### config.mk
export PLATFORM = sky130hd
export DESIGN_NAME = frame_wr_ctrl
export DESIGN_NICKNAME = d
export VERILOG_FILES = /design/src/rtl/frame_wr_ctrl.sv
export SDC_FILE = /design/constraint.sdc
export NUM_CORES = 1
export LEC_CHECK = 0
export BUFFER_PORTS_ARGS = -buffer_cell sky130_fd_sc_hd__buf_2
export CAP_MARGIN = 25
export CORE_AREA = 2 2 135 71
export CTS_BUF_LIST = sky130_fd_sc_hd__clkbuf_8
export DETAILED_ROUTE_END_ITERATION = 10
export DIE_AREA = 0 0 137 73
export GPL_ROUTABILITY_DRIVEN = 0
export PLACE_DENSITY = 0.74
export SYNTH_ARGS = -nofsm -noshare
export SYNTH_HDL_FRONTEND = slang
export SYNTH_SLANG_ARGS = --single-unit
### constraint.sdc
create_clock -name clk -period 3.1 [get_ports clk]
set_input_delay 0.155 -clock clk [delete_from_list [all_inputs] [get_ports clk]]
set_output_delay 0.155 -clock clk [all_outputs]
set_load 0.02 [all_outputs]
### src/rtl/frame_wr_ctrl.sv
`default_nettype none
// ============================================================================
// frame_wr_ctrl
// Checks AXI4-Stream video framing, packs RGB888 to RGB444, writes the frame
// memory and hands completed frames to the reader through ping-pong banks.
// Revision: 1.0
// ============================================================================
module frame_wr_ctrl #(
   parameter int H_ACTIVE = 640,
   parameter int V_ACTIVE = 480,
   parameter int ADDR_W   = 19
) (
   input  logic              clk,
   input  logic              rst,
   output logic              s_axis_video_tready,
   input  logic [23:0]       s_axis_video_tdata,
   input  logic              s_axis_video_tvalid,
   input  logic              s_axis_video_tuser,
   input  logic              s_axis_video_tlast,
   output logic              mem_we,
   output logic              mem_wbank,
   output logic [ADDR_W-1:0] mem_waddr,
   output logic [11:0]       mem_wdata,
   output logic              rd_bank,
   input  logic              rd_frame_done,
   output logic              frame_done,
   output logic              err_pulse,
   output logic [15:0]       err_count,
   output logic              busy
);

   localparam int PIX_W  = (H_ACTIVE > 1) ? $clog2(H_ACTIVE) : 1;
   localparam int LINE_W = (V_ACTIVE > 1) ? $clog2(V_ACTIVE) : 1;
   localparam logic [PIX_W-1:0]  PIX_LAST  = PIX_W'(H_ACTIVE - 1);
   localparam logic [LINE_W-1:0] LINE_LAST = LINE_W'(V_ACTIVE - 1);

   localparam logic [1:0] IDLE   = 2'd0;
   localparam logic [1:0] ACTIVE = 2'd1;
   localparam logic [1:0] DROP   = 2'd2;

   logic [1:0]        state_q, state_d;
   logic [PIX_W-1:0]  pix_q, pix_d;
   logic [LINE_W-1:0] line_q, line_d;
   logic [ADDR_W-1:0] addr_q, addr_d;
   logic              wr_bank_q, wr_bank_d;
   logic              rd_bank_q, rd_bank_d;
   logic              full_q, full_d;
   logic              mem_we_q, mem_we_d;
   logic              mem_wbank_q, mem_wbank_d;
   logic [ADDR_W-1:0] mem_waddr_q, mem_waddr_d;
   logic [11:0]       mem_wdata_q, mem_wdata_d;
   logic              frame_done_q, frame_done_d;
   logic              err_pulse_q, err_pulse_d;
   logic [15:0]       err_count_q, err_count_d;

   logic              beat;
   logic              do_write;
   logic              do_err;
   logic              swap;
   logic              eol_pix;
   logic [ADDR_W-1:0] wr_addr;

   // Low nibbles are discarded by the RGB444 packing.
   logic unused_low_bits;
   assign unused_low_bits = ^{s_axis_video_tdata[19:16], s_axis_video_tdata[11:8],
                              s_axis_video_tdata[3:0]};

   assign s_axis_video_tready = ~rst;
   assign beat                = s_axis_video_tvalid & s_axis_video_tready;
   assign eol_pix             = (pix_q == PIX_LAST);

   always_comb begin
      state_d      = state_q;
      pix_d        = pix_q;
      line_d       = line_q;
      addr_d       = addr_q;
      wr_bank_d    = wr_bank_q;
      rd_bank_d    = rd_bank_q;
      full_d       = full_q;
      mem_we_d     = 1'b0;
      mem_wbank_d  = mem_wbank_q;
      mem_waddr_d  = mem_waddr_q;
      mem_wdata_d  = mem_wdata_q;
      frame_done_d = 1'b0;
      err_pulse_d  = 1'b0;
      err_count_d  = err_count_q;
      do_write     = 1'b0;
      do_err       = 1'b0;
      wr_addr      = addr_q;

      // Swap is resolved before the beat so a coincident SOF lands in the new bank.
      swap = rd_frame_done & full_q & (state_q != ACTIVE);
      if (swap) begin
         wr_bank_d = ~wr_bank_q;
         rd_bank_d = ~rd_bank_q;
         full_d    = 1'b0;
      end

      if (beat) begin
         if (s_axis_video_tuser) begin
            if (state_q == ACTIVE) begin
               do_err = 1'b1;
            end else begin
               full_d = 1'b0;
            end
            do_write = 1'b1;
            wr_addr  = '0;
            pix_d    = PIX_W'(1);
            line_d   = '0;
            state_d  = ACTIVE;
         end else if (state_q == ACTIVE) begin
            if (s_axis_video_tlast != eol_pix) begin
               do_err  = 1'b1;
               state_d = DROP;
            end else begin
               do_write = 1'b1;
               if (eol_pix) begin
                  pix_d = '0;
                  if (line_q == LINE_LAST) begin
                     frame_done_d = 1'b1;
                     full_d       = 1'b1;
                     state_d      = IDLE;
                  end else begin
                     line_d = line_q + LINE_W'(1);
                  end
               end else begin
                  pix_d = pix_q + PIX_W'(1);
               end
            end
         end
      end

      if (do_write) begin
         mem_we_d    = 1'b1;
         mem_wbank_d = wr_bank_d;
         mem_waddr_d = wr_addr;
         mem_wdata_d = {s_axis_video_tdata[23:20], s_axis_video_tdata[15:12],
                        s_axis_video_tdata[7:4]};
         addr_d      = wr_addr + ADDR_W'(1);
      end

      if (do_err) begin
         err_pulse_d = 1'b1;
         if (err_count_q != 16'hFFFF) begin
            err_count_d = err_count_q + 16'd1;
         end
      end
   end

   always_ff @(posedge clk) begin
      if (rst) begin
         state_q      <= IDLE;
         pix_q        <= '0;
         line_q       <= '0;
         addr_q       <= '0;
         wr_bank_q    <= 1'b0;
         rd_bank_q    <= 1'b1;
         full_q       <= 1'b0;
         mem_we_q     <= 1'b0;
         mem_wbank_q  <= 1'b0;
         mem_waddr_q  <= '0;
         mem_wdata_q  <= '0;
         frame_done_q <= 1'b0;
         err_pulse_q  <= 1'b0;
         err_count_q  <= '0;
      end else begin
         state_q      <= state_d;
         pix_q        <= pix_d;
         line_q       <= line_d;
         addr_q       <= addr_d;
         wr_bank_q    <= wr_bank_d;
         rd_bank_q    <= rd_bank_d;
         full_q       <= full_d;
         mem_we_q     <= mem_we_d;
         mem_wbank_q  <= mem_wbank_d;
         mem_waddr_q  <= mem_waddr_d;
         mem_wdata_q  <= mem_wdata_d;
         frame_done_q <= frame_done_d;
         err_pulse_q  <= err_pulse_d;
         err_count_q  <= err_count_d;
      end
   end

   assign mem_we     = mem_we_q;
   assign mem_wbank  = mem_wbank_q;
   assign mem_waddr  = mem_waddr_q;
   assign mem_wdata  = mem_wdata_q;
   assign rd_bank    = rd_bank_q;
   assign frame_done = frame_done_q;
   assign err_pulse  = err_pulse_q;
   assign err_count  = err_count_q;
   assign busy       = (state_q == ACTIVE);

endmodule
`default_nettype wire

---- Word-level counts from Yosys, hierarchy flattened ----
Cells that the tools add are included.
W data, S select, Z words.
operators by class
  $add $sub $neg .......................... 4
  reduce and logical (&&, ||, !) cells .... 9
  equality and inequality tests ........... 8
  bitwise gates (word level) .............. 9
  multiplexer cells ....................... 37
operators with widths
  cell                     number
  $mux W9                  5
  $mux W10                 4
  $mux W19                 2
  $mux W1                  21
  $add A19 B1 Y19 const B  1
  $add A16 B1 Y16 const B  1
  $ne A16 B16 Y1 const B   1
  $add A10 B1 Y10 const B  1
  $eq A10 B10 Y1 const B   1
  $mux W2                  5
  $add A9 B1 Y9 const B    1
  $eq A9 B9 Y1 const B     1
  $not A1 Y1               6
  $reduce_bool A3 Y1       2
  $reduce_or A6 Y1         1
  $reduce_and A5 Y1        1
  $ne A2 B2 Y1 const B     2
  $reduce_and A4 Y1        1
  $reduce_bool A2 Y1       2
  $and A1 B1 Y1            3
  $reduce_and A3 Y1        1
  $eq A2 B1 Y1 const B     1
  $ne A2 B1 Y1 const B     1
  $reduce_and A2 Y1        1
  $ne A1 B1 Y1             1
word-level totals
  flip-flop bits (word level) ............. 94
  bits of input ports ..................... 30
  output and inout bits ................... 54

---- Logic depth before layout (Yosys ltp) ----
  depth after elaboration ................. 9
  depth in mapped cells ................... 11
  gate-level depth less buffers ........... 8

---- Worst setup path before layout ----
Ideal clock, no wire load.
  path type ............................... input to register
  start ................................... input port s_axis_video_tuser
  end ..................................... register addr_q[14]
  path buffers ............................ 3
  stages on the path ...................... 11
  arrival time ............................ 2311 ps
  setup slack ............................. 718 ps
  data required time ...................... 3030 ps
  path through ............................ buf_2 > nand3b_1 > clkbuf_1 > and2_1 > ha_1 > nand3_1 > a2111oi_2 > nand4_1 > buf_2 > a2111o_1 > a21oi_1
on the way
  cells in the longest elaborated chain, start to end .. 3
  elaborated cells on any way between the ends .. 5
RTL lines
  what                  line  RTL
  start, declared       18    input logic s_axis_video_tuser,
  $mux W19              100   if (s_axis_video_tuser) begin
  $mux W19              99    if (beat) begin
  via wr_addr[1]        61    logic [ADDR_W-1:0] wr_addr;
  $add A19 B1 Y19       139   addr_d = wr_addr + ADDR_W'(1);
  end signal, assigned  170   addr_q <= addr_d;
  end, declared         44    logic [ADDR_W-1:0] addr_q, addr_d;
The timed path passes the listed nets, and every way through them passes these cells.
A chain may end at the register's enable or synchronous reset.

---- Worst setup path in the final report ----
  start ................................... register err_count_q[0] (netlist: err_count[0])
  end ..................................... register err_count_q[7] (netlist: err_count[7])
on the way
  cells in the longest elaborated chain, start to end .. 2
  elaborated cells on any way between the ends .. 3
RTL lines
  what                                                                     line  RTL
  start, declared                                                          54    logic [15:0] err_count_q, err_count_d;
  start signal, assigned                                                   180   err_count_q <= err_count_d;
  parallel branches: the longest is 2 deep, another holds $add A16 B1 Y16  --
Several ways; the timed one is not identified.

==> run summary <==
# nets final: 614
Most common cell in the netlist: dfxtp_1
Final core utilization: 55.0%
Synth Flop Type: dfxtp_1
Syn_nets: 557
Status: finished, final reports clean
Pin count of the biggest net entering global routing: 62
Synth Area in XOR/XNOR: 1.22%
Setup CP Type: reg -> reg
Skew final: 9.22 ps
Syn Area/Cell: 8.26 um2
Starting DRC count in detailed routing: 431
Ys Warns: 0
CP Data Required Time: 3350 ps
Site row count: 25
Max cap viols: 0
Arr. time, crit path: 2750 ps
Number of vias per cell: 5.86
Vias in the first global route: 3663
DR WL/cell: 16.3 um
Routed wire length: 11.5 mm
H-tree levels: 3
CTS max path bufs: 2
DRC viols: 0
Max-slew headroom: 35.1%
Post-DP HPWL: 8.05 mm
Footprint of the multi-input gates: 2240 um2
Pins Over Slew Limit: 0
First-pass GRT wire length: 18.3 mm
Register Area: 1880 um2
Routed via count: 4131
DRT antenna net count: 0
Initial antenna violation count: 0
Final count of hold timing violations: 0
Pwr dens: 455 nW/um2
First-pass DRT Iterations: 5
RSZ-0062 raised after global routing: false
CP Launch Type: register
Largest cells by area after synthesis: dfxtp_1 44%, a21oi_1 7.9%, nand2_1 6.9%
Post-synth EDFFs: 0
Largest area contributor in the netlist: dfxtp_1
Post-place setup slack: 549 ps
Asr flop ratio synth: 0%
Hold Path End: mem_wdata[0]
Total Routing Usage GR: 23.4%
Total gr overflow: 0
Dpl cell area: 4740 um2
Diodes inserted: 0
Crit path max fanout: 18
TritonCTS clock tree: built
Static leakage: 1.78 nW
Post-CTS sizing: 0
Syn Inst Count: 523
Core Footprint: 9010 um2
Critical R2R Launch: err_count[0]
Synthesized cell area: 4320 um2
DP Cell Count: 690
Commonest cells in the netlist: 94 x dfxtp_1, 79 x nand2_1, 68 x a21oi_1, 41 x nand3_1, 22 x nor2_1
Post-synthesis register bit count: 94
Tmin final: 2490 ps
Reg2reg path depth: 6
Initial Util: 47.9%
Final worst setup slack: 607 ps
Final hold slack: 22.1 ps
Root Buffer Master: clkbuf_8
Post-synthesis to final-layout area growth: 14.8%
Fmax: 0.401 GHz
Filler cells: 864
Simple-gate share of the synthesized area: 28.4%
Largest family of logic cells by synthesized area: simple AND/OR/NAND/NOR gates
Die extent in y: 73 um
IO Count: 84
Postcts setup bufs: 0
CTS sink count: 94
Chip width: 137 um
Hold Path Class: in -> reg
Setup Viol. Count Final: 0
DIE AREA: 10000 um2
Reg clk slew, reported paths: 90 ps
Worst hold start: s_axis_video_tdata[4]
Max IR drop VDD: 281 uV
R2r endpoint: err_count[7]
Post-synthesis sequential area ratio: 43.6%
Critical path endpoint category: register
CTS Buf Count: 9
Cell variety after synth: 61
FF-to-FF setup slack: 610 ps
Share of post-route cells with drive strength above 1: 18.3%
Finished Cell Area: 4960 um2
Worst-Skew Late Latency: 370 ps
Port Buf Inserts: 71
Compound-cell area share of the yosys netlist: 19.7%
CTS Hold Bufs: 0
Post-synthesis adder-cell area fraction: 1.16%
Sum Neg Setup Slack: 0 ps
Period utilisation layout: 80.4%
Post-synth top area share: 43.6%
Hold Crit Depth: 3
Power, Total: 2.26 mW
Non-filler cells, final: 705
Mux cell area share after synthesis: 1.30%
Worst-margin pin slew: 965 ps
## critical path, stage by stage (launching register included)
cell and delay (ps):
dfxtp_1 430, ha_1 190, nand3_1 190, or4_1 680, nor2_4 410, nor4b_1 140
mux2_1 340
## final cells by class
type,count,share of cell area [%]
multi-input cells,384,45.1
flip-flops and latches,94,38.0
repair buffers,78,8.48
well taps,121,3.05
clock buffers,10,2.78
clock inverters,5,1.67
inverters,13,0.984
## placed cells by master (no fill, tap or decap), drive strengths merged, types with 7 or more instances in the layout
master and n:
nor3 7, o21ai 24, dfxtp 94, buf 78
nor4 9, a21oi 68, nand2 79, clkbuf 10
nand4 13, or3 14, inv 14, o31ai 8
or4 9, nor2 23, and2 8, nand3 42
## flip-flops by register name, indices dropped and copies added, names as in the netlist, 2 cells and up
name,cells
line_q,9
err_count,16
mem_wdata,12
addr_q,19
mem_waddr,19
pix_q,10
state_q,2
## per-layer routing
metal / track usage [%] / vias to the layer above / share of wire, %
li1: - / 2022 / -
met1: 35.3 / 1910 / 49
met2: 32.0 / 186 / 41
met3: 7.22 / 13 / 8.6
met4: 5.96 / 0 / 1.0
met5: 0 / - / 0
## cells by family after synthesis
logic type               after synthesis
AND/OR/NAND/NOR                      234
flip-flops                            94
XOR/XNOR                               6
buffers and inverters                 45
adder cells (fa/ha/maj)                4
multiplexers                           5
AO/OA/AOI/OAI                        135
## how the worst max path moves through the flow
stage,end,from,cells past startpoint
5_1_grt,addr_q[18],addr_q[1],7
3_3_place_gp,addr_q[18],s_axis_video_tuser,9
2_1_floorplan,addr_q[14],s_axis_video_tuser,11
3_5_place_dp,addr_q[14],s_axis_video_tuser,9
6_report,err_count[7],err_count[0],6
4_1_cts,err_count[7],err_count[0],6
## power by group
group | total [mW] | switching, mW | internal, mW
combinational | 0.129 | 0.0933 | 0.0354
clock | 0.906 | 0.431 | 0.475
sequential | 1.22 | 0.00665 | 1.22
total | 2.26 | 0.531 | 1.73
Power figures use the tool's default switching activity.
